<file path="src/rtl/bk_seq.sv">
// Save-file sector sequencer: streams one slot's worth of 512-byte sectors
// between the core's backup RAM and hps_io, one sd_rd/sd_wr handshake per sector.
module bk_seq #(
    parameter int SLOT_BITS = 2,
    parameter int SECT_BITS = 6,
    parameter int TMO_W     = 24
) (
    input  logic                 clk_sys,
    input  logic                 reset,
    input  logic                 bk_ena,
    input  logic                 bk_load,
    input  logic                 bk_save,
    input  logic [SLOT_BITS-1:0] slot,
    output logic [31:0]          sd_lba,
    output logic                 sd_rd,
    output logic                 sd_wr,
    input  logic                 sd_ack,
    output logic                 bk_loading,
    output logic                 bk_busy,
    output logic                 bk_done,
    output logic                 bk_err
);
    localparam int PAD = 32 - SLOT_BITS - SECT_BITS;

    typedef enum logic [1:0] {IDLE, REQ, XFER} state_t;

    state_t           state;
    logic             old_load, old_save, old_ack;
    logic             dir_rd;
    logic [TMO_W-1:0] tmo;

    logic start_load, start_save, ack_rise, ack_fall, last_sect, abort;

    assign start_load = bk_load & bk_ena & ~old_load;
    assign start_save = bk_save & bk_ena & ~old_save;
    assign ack_rise   = sd_ack & ~old_ack;
    assign ack_fall   = ~sd_ack & old_ack;
    assign last_sect  = &sd_lba[SECT_BITS-1:0];
    // Abort outranks any ack edge seen in the same cycle.
    assign abort      = (state != IDLE) & (~bk_ena | (&tmo));
    assign bk_busy    = (state != IDLE);

    always_ff @(posedge clk_sys or posedge reset) begin
        if (reset) begin
            state      <= IDLE;
            sd_lba     <= '0;
            sd_rd      <= 1'b0;
            sd_wr      <= 1'b0;
            bk_loading <= 1'b0;
            bk_done    <= 1'b0;
            bk_err     <= 1'b0;
            old_load   <= 1'b0;
            old_save   <= 1'b0;
            old_ack    <= 1'b0;
            dir_rd     <= 1'b0;
            tmo        <= '0;
        end else begin
            old_load <= bk_load & bk_ena;
            old_save <= bk_save & bk_ena;
            old_ack  <= sd_ack;
            bk_done  <= 1'b0;
            if (abort) begin
                state      <= IDLE;
                sd_rd      <= 1'b0;
                sd_wr      <= 1'b0;
                bk_loading <= 1'b0;
                bk_err     <= 1'b1;
                tmo        <= '0;
            end else begin
                case (state)
                    IDLE: begin
                        if (start_load | start_save) begin
                            state      <= REQ;
                            sd_lba     <= {{PAD{1'b0}}, slot, {SECT_BITS{1'b0}}};
                            bk_err     <= 1'b0;
                            dir_rd     <= start_load;
                            sd_rd      <= start_load;
                            sd_wr      <= ~start_load;
                            bk_loading <= start_load;
                            tmo        <= '0;
                        end
                    end
                    REQ: begin
                        if (ack_rise) begin
                            sd_rd <= 1'b0;
                            sd_wr <= 1'b0;
                            state <= XFER;
                            tmo   <= '0;
                        end else begin
                            tmo <= tmo + TMO_W'(1);
                        end
                    end
                    XFER: begin
                        if (ack_fall) begin
                            tmo <= '0;
                            if (last_sect) begin
                                state      <= IDLE;
                                bk_loading <= 1'b0;
                                bk_done    <= 1'b1;
                            end else begin
                                // Only the sector field advances; the slot field is fixed.
                                sd_lba[SECT_BITS-1:0] <= sd_lba[SECT_BITS-1:0] + SECT_BITS'(1);
                                sd_rd <= dir_rd;
                                sd_wr <= ~dir_rd;
                                state <= REQ;
                            end
                        end else begin
                            tmo <= tmo + TMO_W'(1);
                        end
                    end
                    default: state <= IDLE;
                endcase
            end
        end
    end
endmodule

</file>
<file path="config.mk">
export PLATFORM = sky130hd
export DESIGN_NAME = bk_seq
export DESIGN_NICKNAME = d
export VERILOG_FILES = /design/src/rtl/bk_seq.sv
export SDC_FILE = /design/constraint.sdc
export NUM_CORES = 1
export LEC_CHECK = 0
export CAP_MARGIN = 20
export CORE_MARGIN = 2
export CORE_UTILIZATION = 62
export DETAILED_ROUTE_END_ITERATION = 10
export DONT_BUFFER_PORTS = 1
export PLACE_DENSITY_LB_ADDON = 0.05
export SYNTH_ARGS = -nofsm -noshare
export SYNTH_HDL_FRONTEND = slang
export SYNTH_SLANG_ARGS = --single-unit
</file>
<file path="constraint.sdc">
create_clock -name clk_sys -period 3.36 [get_ports clk_sys]
set_input_delay 0.504 -clock clk_sys [delete_from_list [all_inputs] [get_ports clk_sys]]
set_output_delay 0.504 -clock clk_sys [all_outputs]
set_load 0.01 [all_outputs]
</file>
==> results of run 1 <==
## cells in the mapped netlist, types with 2 or more instances
master / count / share of area [%]
nor2_1: 46 / 6.8
dfrtp_1: 43 / 42
nand2_1: 26 / 3.8
buf_4: 24 / 7.0
nand3_1: 18 / 3.5
xnor2_1: 17 / 5.8
a21oi_1: 13 / 2.5
inv_1: 11 / 1.6
ha_1: 7 / 3.4
o21ai_1: 6 / 1.2
clkbuf_1: 5 / 0.73
nand2b_1: 5 / 1.2
nand4_1: 5 / 1.2
o21ai_0: 5 / 0.98
a211oi_1: 4 / 1.2
a31oi_1: 4 / 0.98
nor3_1: 4 / 0.78
and3_1: 3 / 0.73
and4_1: 3 / 1.0
nor4_1: 3 / 0.73
o31ai_1: 3 / 0.88
xor2_1: 3 / 1.0
a2111oi_1: 2 / 0.78
a2111oi_2: 2 / 1.2
and2_1: 2 / 0.49
mux2_2: 2 / 0.88
mux2i_1: 2 / 0.78
nor3b_1: 2 / 0.59
## how the worst min path moves through the flow
stage | startpoint | end | slack (ns) | cells after the start
final | reset | sd_lba[6]$_DFFE_PP0P_ | 0.21 | 2
after global routing | sd_ack | old_ack$_DFF_PP0_ | 0.22 | 0
after CTS | reset | sd_lba[6]$_DFFE_PP0P_ | 0.23 | 2
after detailed placement | sd_ack | old_ack$_DFF_PP0_ | 0.54 | 0
after global placement | tmo[8]$_DFFE_PP0P_ | tmo[8]$_DFFE_PP0P_ | 0.53 | 2
after floorplan | tmo[8]$_DFFE_PP0P_ | tmo[8]$_DFFE_PP0P_ | 0.50 | 2
## sequential cells by signal (all words and copies together), names as in the netlist
| signal | count |
|---|---|
| bk_loading | 1 |
| sd_wr | 1 |
| bk_done | 1 |
| sd_lba | 8 |
| old_load | 1 |
| tmo | 24 |
| old_ack | 1 |
| state | 2 |
| old_save | 1 |
| dir_rd | 1 |
| sd_rd | 1 |
| bk_err | 1 |
## metrics by stage
step	instances	total power, mW
6_report	342	1.600
5_1_grt	342	1.710
3_5_place_dp	334	1.239
3_3_place_gp	334	1.237
4_1_cts	342	1.600
2_1_floorplan	310	1.120
## critical path, delay by kind of cell (launching register included)
kind / cells / cell delay [ns]
flip-flops: 1 / 0.42
adder cells (fa/ha/maj): 1 / 0.25
AND/OR/NAND/NOR: 5 / 1.66
AO/OA/AOI/OAI: 1 / 0.12
buffers and inverters: 1 / 0.19
## placed cells by master, fill, tap and decap left out, types with 3 or more instances in the layout
master | Yosys | final
nand2b_1 | 5 | 5
conb_1 | 1 | 24
nor3_1 | 4 | 4
o21ai_1 | 6 | 6
and4_1 | 3 | 3
xnor2_1 | 17 | 17
clkbuf_8 | 0 | 7
a31oi_1 | 4 | 4
o21ai_0 | 5 | 5
inv_1 | 11 | 10
a21oi_1 | 13 | 13
a211oi_1 | 4 | 4
nand3_1 | 18 | 18
nand4_1 | 5 | 5
dfrtp_1 | 43 | 43
nor4_1 | 3 | 3
buf_4 | 24 | 6
xor2_1 | 3 | 3
ha_1 | 7 | 7
and3_1 | 3 | 3
nand2_1 | 26 | 26
nor2_1 | 46 | 46
o31ai_1 | 3 | 3
## cell type report
type	instances	area (sq um)
fillers	363	1340
well taps	50	62.56
inverters	11	41.29
clock buffers	8	100.1
multi-input cells	224	1306
flip-flops and latches	43	1076
repair buffers	6	45.04
## where the power goes
group	internal [mW]	total, mW	leakage, nW	switching [mW]
combinational	0.188	0.586	0.492	0.398
sequential	0.580	0.652	0.582	0.0714
clock	0.188	0.362	0.0515	0.175
total	0.956	1.60	1.13	0.644
## kinds of logic (layout without fill, tap and decap cells)
logic type,Yosys count,after routing,share of synthesized area [%]
and+or+nand+nor,121,121,22.17
AOI/OAI and AO/OA,48,48,13.46
DFF,43,43,42.09
buffers and inverters,43,25,10.18
xor gates and xnor gates,20,20,6.853
adders and majority gates,7,7,3.426
muxes,4,4,1.664
other,1,24,0.1467
## per-layer routing
| metal | track usage [%] | wire length [um] |
|---|---|---|
| met1 | 32.87 | 2295 |
| met5 | 0 | 0 |
| met2 | 36.65 | 2241 |
| met3 | 5.099 | 245 |
| met4 | 6.750 | 60 |
==> impl_results.md, run 1 <==
- Run status: finished clean
- Clk slew on worst S/H paths: 0.08 ns
- Routed vias/inst: about 5.6
- Gpl congestion: 0.8553
- RSZ-0062 raised after global routing: false
- Die Wd: 68.21 um
- CTS tree: yes
- Slew Limit Fails: 0
- Synth Flop Type: dfrtp_1
- Largest net degree at the start of global routing: 44
- Core area: 3971 sq um
- CP startpoint kind: register
- R2r setup slk: roughly 0.59 ns
- Crit path kind: register to register
- Die ar.: 4653 sq um
- Critical-path cell list: ha_1 -> and4_1 -> nand3_1 -> or4_4 -> o21ai_1 -> buf_4 -> or2_2 -> nor2_1
- DR iter-0 viols: 133
- Worst EP required: 3.53 ns
- Total inserted antenna cells: 0
- Area grow syn2layout: 2.937%
- Nets@finish: between 300 and 400
- Crit path to: tmo[2]$_DFFE_PP0P_
- Fin area: 2631 sq um
- Final period util: 82.58%
- Synth Register Bits: 43
- Global Route Usage Sum: 23.47%
- Num ports: 46
- Routed via count: 1925
- Worst r2r path cells: 8
- Peak supply drop: 0.3570 mV
- H-Tree Level Count: 2
- Post-CTS Resized: 0
- Worst-Margin Slew: 0.6226 ns
- Slowest stage delay, CP: 0.70 ns
- Post-Place Worst Slack: 0.5895 ns
- CP arrival: 2.95 ns
- Total CTS buffers: 5
- Post-synth ARST share: 100.0%
- Worst r2r dst: tmo[2]$_DFFE_PP0P_
- Setup TNS: 0 ns
- Clock skew: 0.004624 ns
- Number of global-route vias before repair: 1750
- Number of synthesized flops with an enable pin: 0
- Worst hold slack: 0.2063 ns
- Total congestion overflow: 0
- Total Wirelength: 4843 um
- Leakage: 1.126 nW
- PD cells: a little over 600 nW/um^2
- Detail Route Antenna Nets: 0
- Endpoint class of the critical path: register
- Hold violation count in the final report: 0
- Crit-path max FO: 21
- Row cnt: 23
- Drt pass-1 iters: 4
- Placed Area: 2531 sq um
- IO buf count: 0
- Slowest CP cell: or4_4
- Max Root-Sink Buffers: 2
- R2r startpoint: tmo[0]$_DFFE_PP0P_
- Setup Fix Bufs, Post-CTS: 0
- Achievable Freq: 0.3604 GHz
- Syn_area_per_cell: 8.907 sq um
- Min-Delay Path Class: primary input to async pin
- CTS Sinks: 43
- Relative slew margins: 58.11%
- First-pass GRT wire length: 8176 um
- Antenna violations before repair: 0
- Fin crit period: around 2.8 ns
- Sequential share of the synthesized area: 42.09%
- Chip height: between 60 and 70 um
- Initial core utilization: about 64%
- Worst-skew pair later-pin latency: about 0.30 ns
- Max capacitance violation total: 0
- Synthesized area: between 2000 and 3000 sq um
- Layout cells sized above 1: under 10%
- Ys Warns: 0
- CP startpoint: tmo[0]$_DFFE_PP0P_
- Post-route setup slack: 0.5853 ns
- Count of different cell masters after synthesis: 45
- Hold_buf cts: 0
- Final Util: 66.26%
- Post-Synthesis Cells: 287
- DP Wirelength: 3443 um
- Drc violations: 0
- Routed length per instance: 14.16 um
- Root Driver: clkbuf_8
- Final setup violation count: 0
Power figures use the tool's default switching activity.
==> inputs of run 2 (changes only) <==
- CORE_UTILIZATION: 62 -> 57
- clock period: 3.36 -> 2.3 ns (I/O delays scaled with it)
==> run 2 against run 1 <==
Non-clock buffer count up 27. Core utilization rose by 2.2 points. Clock power up 94%. Global-route usage fell by 0.37 points. Critical path type unchanged. Largest power group is now combinational logic.
==> impl_results.md, run 2 (synthesized netlist as in run 1, its figures left out) <==
- IO buf count: 0 (unchanged)
- FF+latch area: 1076 sq um (unchanged)
- Routed vias/inst: 5.487 (-2.5%)
- Detail Route Antenna Nets: 0 (unchanged)
- CTS tree: yes
- Critical-path cell list: inv_1 -> ha_1 -> or3_1 -> or4_4 -> a2111oi_2 -> xnor2_1 -> nor2_1
- GRT busiest layer: met2
- Root Driver: clkbuf_8
- Achievable Freq: 0.4476 GHz (+24%)
- Logic pwr share: 39.5% (+2.9 points)
- DP Wirelength: 3970 um (+15%)
- Run status: finished clean
- Crit path kind: register to register
- Most frequent cells in the layout: nor2_1, dfrtp_1, buf_4
- Hold violation count in the final report: 0 (unchanged)
- Switch Pwr: 1.010 mW (+57%)
- Die ar.: 5036 sq um (+8.2%)
- Slowest CP cell: or4_4
- Worst-skew pair later-pin latency: 0.30 ns (about the same)
- Clk slew on worst S/H paths: 0.09 ns (about the same)
- Total Wirelength: 5304 um (+9.5%)
- Met3 usage: 4.986% (-0.11 points)
- Routed length per instance: 14.26 um (+0.69%)
- Max Root-Sink Buffers: 2 (unchanged)
- Clock skew: 0.007430 ns (+0.002806 ns)
- Max capacitance violation total: 0 (unchanged)
- CP arrival: 2.43 ns (-0.52 ns)
- Crit-path max FO: 5 (-76%)
- First-pass GRT wire length: 9135 um (+12%)
- M2 GR Usage: 35.93% (-0.72 points)
- Worst hold slack: 0.06379 ns (-0.1426 ns)
- Nets@finish: 334 (+9.2%)
- Num ports: 46 (unchanged)
- Reg power frac: 34.6% (-6.1 points)
- Slew Limit Fails: 0 (unchanged)
- Most common cell after layout, fill and taps aside: nor2_1
- Gpl congestion: 0.8648 (+1.1%)
- Fin crit period: 2.234 ns (-0.5404 ns)
- Largest net degree at the start of global routing: 31 (-30%)
- Post-Place Worst Slack: -0.07006 ns (-0.6595 ns)
- Layout cells sized above 1: 18.13% (+11 points)
- Chip height: 70.97 um (+4.0%)
- Drt pass-1 iters: 4 (unchanged)
- Global Route Usage Sum: 23.10% (-0.37 points)
- Multi-input gate area: 1379 sq um (+5.6%)
- Die Wd: 70.97 um (+4.0%)
- Met1 global-route usage: 32.10% (-0.77 points)
- Filler Cells Inserted: 366 (+0.83%)
- Core area: 4324 sq um (+8.9%)
- Int Pwr: 1.702 mW (+78%)
- Antenna violations before repair: 0 (unchanged)
- DR iter-0 viols: 93 (-30%)
- Total congestion overflow: 0 (unchanged)
- Drc violations: 0 (unchanged)
- Buf+Inv Stages, Crit Path: 1 (unchanged)
- Slowest stage delay, CP: 0.51 ns (-0.19 ns)
- Setup Fix Bufs, Post-CTS: 0 (unchanged)
- Peak supply drop: 0.5853 mV (+64%)
- Endpoint class of the critical path: register
- CP delay by family, top: simple AND/OR/NAND/NOR gates
- CP startpoint kind: register
- Row cnt: 24 (+4.3%)
- Largest regs: tmo x24, sd_lba x8, state x2
- Final setup violation count: 0 (unchanged)
- Area grow syn2layout: 15.81%
- H-Tree Level Count: 2 (unchanged)
- Total inserted antenna cells: 0 (unchanged)
- CTS Sinks: 43 (unchanged)
- Power share of the clock group: 26.0% (+3.3 points)
- RSZ-0062 raised after global routing: true
- Total CTS buffers: 5 (unchanged)
- Setup TNS: 0 ns (unchanged)
- Worst EP required: 2.49 ns (-1.04 ns)
- Sw Ratio: 37.23% (-3.0 points)
- Initial core utilization: 59.11% (-5.3 points)
- PD cells: 916.2 nW/um^2 (+51%)
- Largest reg by FF count: tmo
- Post-route setup slack: 0.06565 ns (-0.5196 ns)
- Routed via count: 2041 (+6.0%)
- Largest register FFs: 24 (unchanged)
- Number of global-route vias before repair: 2004 (+15%)
- Min-Delay Path Class: primary input to register
- Final period util: 97.15% (+15 points)
- Leakage: 1.277 nW (+13%)
-- run 2: layout make-up --
type,count,share of cell area [%]
multi-input cells,225,46.58
flip-flops and latches,43,36.35
clock inverters,3,2.282
inverters,11,1.395
clock buffers,5,2.325
repair buffers,33,8.876
well taps,52,2.198
-- run 2: layer usage --
metal	vias up	part of all wire, %
met2	51	47
li1	1013	-
met3	9	4.2
met1	968	47
met4	0	1.6
met5	-	0
-- run 2: final timing paths --
kind                                 startpoint                    end  slack, ns  cells after the start
max                        state[1]$_DFFE_PP0P_    tmo[21]$_DFFE_PP0P_       0.07                      7
min                                      sd_ack      old_ack$_DFF_PP0_       0.06                      0
max reg2reg                state[1]$_DFFE_PP0P_    tmo[21]$_DFFE_PP0P_       0.07                      7
min reg2reg                  tmo[8]$_DFFE_PP0P_     tmo[8]$_DFFE_PP0P_       0.55                      2
max in group asynchronous                 reset     tmo[2]$_DFFE_PP0P_       1.14                      3
min in group asynchronous                 reset  sd_lba[6]$_DFFE_PP0P_       0.44                      2
-- run 2: power groups by stage --
stage,clock network (mW),logic [mW],registers (mW)
2_1_floorplan,0,0.694,0.945
3_3_place_gp,0,1.03,0.950
3_5_place_dp,0,1.04,0.954
4_1_cts,0.719,1.05,0.939
5_1_grt,0.743,1.19,0.949
6_report,0.704,1.07,0.938
-- run 2: per-stage QoR --
stage | power [mW] | cell area (sq um) | utilization (%) | std cells
3_5_place_dp | 1.996 | 2755 | 63.72 | 362
6_report | 2.712 | 2960 | 68.46 | 372
3_3_place_gp | 1.978 | 2755 | 63.72 | 362
5_1_grt | 2.884 | 2960 | 68.46 | 372
2_1_floorplan | 1.640 | 2656 | - | 310
4_1_cts | 2.706 | 2907 | 67.22 | 371
-- run 2: timing repair --
item                                   4_1_cts  5_1_grt
gates resized for setup                      1        7
hold buffers                                 1        0
endpoints found under the hold margin       13        0
pin swaps                                    0        1
setup endpoints to repair                    1       22
gates cloned                                 0        1
==> inputs of run 3 (changes only) <==
--- a/config.mk
+++ b/config.mk
@@ -6,5 +6,4 @@
 export NUM_CORES = 1
 export LEC_CHECK = 0
-export CAP_MARGIN = 20
 export CORE_MARGIN = 2
 export CORE_UTILIZATION = 57
@@ -12,4 +11,5 @@
 export DONT_BUFFER_PORTS = 1
 export PLACE_DENSITY_LB_ADDON = 0.05
+export SKIP_LAST_GASP = 1
 export SYNTH_ARGS = -nofsm -noshare
 export SYNTH_HDL_FRONTEND = slang
==> constraint.sdc (replaced) <==
create_clock -name clk_sys -period 2.3 [get_ports clk_sys]
set_input_delay 0.46 -clock clk_sys [delete_from_list [all_inputs] [get_ports clk_sys]]
set_output_delay 0.46 -clock clk_sys [all_outputs]
set_load 0.01 [all_outputs]
==> run 3 against run 2 <==
Wire length grew 0.25%. Final cell count shrank 0.27%. Cell area shrank 2.6%. Combinational power is essentially flat. Sequential share of layout area grew 0.96 points. Critical path depth is the same. Clock skew shrank 0.0016 ns. Core utilization shrank 1.8 points. Global-route usage shrank 0.29 points. Count of clock-buffer cells in the layout is the same.
==> impl_results.md, run 3 (synthesized netlist as in run 1, its figures left out) <==
- Achievable Freq: 0.4511 GHz (+0.79%)
- Slowest CP cell: or4_4
- Int Pwr: 1.481 mW (-13%)
- Hold violation count in the final report: 0 (unchanged)
- Clock skew: 0.005791 ns (-0.001639 ns)
- Slew Limit Fails: 0 (unchanged)
- Largest register FFs: 24 (unchanged)
- Clk slew on worst S/H paths: 0.09 ns (about the same)
- Endpoint class of the critical path: register
- Gpl congestion: 0.8723 (+0.87%)
- Fin crit period: 2.217 ns (-0.01748 ns)
- Inst Count DP: 363 (+0.28%)
- Total Wirelength: 5317 um (+0.25%)
- RSZ-0062 raised after global routing: false
- Critical-path cell list: ha_2 -> and4_4 -> nand3_2 -> or4_4 -> a2111oi_2 -> xnor2_1 -> nor2_1
- R2r setup slk: 0.08 ns (+0.02 ns)
- IO buf count: 0 (unchanged)
- Largest net degree at the start of global routing: 22 (-29%)
- Logic pwr share: 43.0% (+3.5 points)
- Detail Route Antenna Nets: 0 (unchanged)
- Min-Delay Path Class: primary input to async pin
- Max Root-Sink Buffers: 2 (unchanged)
- Routed via count: 2047 (+0.29%)
- Crit path kind: register to register
- Total congestion overflow: 0 (unchanged)
- DR iter-0 viols: 147 (+58%)
- Number of global-route vias before repair: 1987 (-0.85%)
- Relative slew margins: 65.22%
- CP startpoint: tmo[0]$_DFFE_PP0P_
- Multi-input gate area: 1353 sq um (-1.9%)
- Global Route Usage Sum: 22.80% (-0.29 points)
- Worst r2r dst: tmo[19]$_DFFE_PP0P_
- First-pass GRT wire length: 9094 um (-0.45%)
- Root Driver: clkbuf_8
- Filler Cells Inserted: 367 (+0.27%)
- Die ar.: 5036 sq um (unchanged)
- Worst-skew pair later-pin latency: 0.30 ns (about the same)
- Core area: 4324 sq um (unchanged)
- Final setup violation count: 0 (unchanged)
- DP Wirelength: 3994 um (+0.60%)
- Layout cells sized above 1: 18.18% (+0.057 points)
- Drt pass-1 iters: 4 (unchanged)
- Routed length per instance: 14.33 um (+0.52%)
- H-Tree Level Count: 2 (unchanged)
- Total inserted antenna cells: 0 (unchanged)
- Largest reg by FF count: tmo
- CP startpoint kind: register
- Hold_buf cts: 0 (-1)
- Worst r2r path cells: 7 (unchanged)
- CTS Sinks: 43 (unchanged)
- Crit path to: tmo[19]$_DFFE_PP0P_
- Most frequent cells in the layout: nor2_1, dfrtp_1, buf_4
- Switch Pwr: 1.009 mW (-0.11%)
- Antenna violations before repair: 0 (unchanged)
- Nets@finish: 333 (-0.30%)
- Most common cell after layout, fill and taps aside: nor2_1
- Reg power frac: 37.7% (+3.1 points)
- Routed vias/inst: 5.518 (+0.56%)
- Num ports: 46 (unchanged)
- Worst EP required: 2.49 ns (about the same)
- Crit-path max FO: 10 (+5)
- Chip height: 70.97 um (unchanged)
- Setup TNS: 0 ns (unchanged)
- Power share of the clock group: 19.4% (-6.6 points)
- PD cells: 863.2 nW/um^2 (-5.8%)
- Initial core utilization: 59.11% (unchanged)
- Run status: finished clean
- Sw Ratio: 40.51% (+3.3 points)
- Final period util: 96.39% (-0.76 points)
- Fin cells: 371 (-0.27%)
- FF+latch area: 1076 sq um (unchanged)
- Total CTS buffers: 5 (unchanged)
- Setup Fix Bufs, Post-CTS: 0 (unchanged)
- R2r startpoint: tmo[0]$_DFFE_PP0P_
- Worst-Margin Slew: 0.5185 ns
- Max capacitance violation total: 0 (unchanged)
- Die Wd: 70.97 um (unchanged)
- Drc violations: 0 (unchanged)
- Slowest stage delay, CP: 0.65 ns (+0.14 ns)
- CP arrival: 2.41 ns (-0.02 ns)
- Row cnt: 24 (unchanged)
- CTS tree: yes
- Leakage: 1.253 nW (-1.9%)
- Peak supply drop: 0.5888 mV (+0.59%)
- Largest regs: tmo x24, sd_lba x8, state x2
- Area grow syn2layout: 12.82%
[run 3: timing repair]
item / CTS / global route
pin swaps: 0 / 1
setup endpoints to repair: 1 / 24
resized for setup: 1 / 5
[run 3: worst max-delay path, delay by kind of cell (launching register included)]
family                   cells  cell delay [ns]
XOR/XNOR                     1             0.16
AND/OR/NAND/NOR              4             1.02
adder cells (fa/ha/maj)      1             0.18
AO/OA/AOI/OAI                1             0.37
flip-flops                   1             0.36
[run 3: power by group through the flow]
stage	Combinational, mW	Sequential (mW)	Clock (mW)
floorplan	0.694	0.945	0
global placement	1.03	0.949	0
detailed placement	1.04	0.953	0
CTS	1.05	0.939	0.494
global route	1.19	0.948	0.517
finish	1.07	0.937	0.483
[run 3: worst min-delay path by stage]
stage                 from                     to  slack (ns)
floorplan           sd_ack      old_ack$_DFF_PP0_        0.49
global placement     reset  sd_lba[6]$_DFFE_PP0P_        0.33
detailed placement   reset  sd_lba[7]$_DFFE_PP0P_        0.34
CTS                  reset  sd_lba[6]$_DFFE_PP0P_        0.02
global route         reset  sd_lba[7]$_DFFE_PP0P_        0.04
finish               reset    tmo[20]$_DFFE_PP0P_        0.01
[run 3: per-stage QoR]
step                      hold WS [ns]  power [mW]  util, %  worst slack, ns  area (sq um)
after floorplan                 0.4914       1.640        -         -0.01016          2656
after global placement          0.3317       1.980    63.89          0.03010          2763
after detailed placement        0.3441       1.994    63.89         -0.02458          2763
after CTS                      0.01506       2.484    66.06          0.03819          2856
after global routing           0.03710       2.658    66.70         0.001337          2884
final                          0.01097       2.490    66.70          0.08313          2884
[run 3: final cells by class]
cell class                      count  area share (%)
Sequential cell                    43           37.31
Inverter                           11           1.432
Timing Repair Buffer               33           9.024
Clock buffer                        5           2.386
Multi-Input combinational cell    224           46.90
Tap cell                           52           2.256
Clock inverter                      3          0.6941
[run 3: metal layers]
metal	up-vias	wire length, um	track usage [%]
met3	6	245	4.558
met5	-	0	0
li1	1001	-	-
met4	0	46	6.709
met2	59	2523	36.66
met1	981	2502	31.49
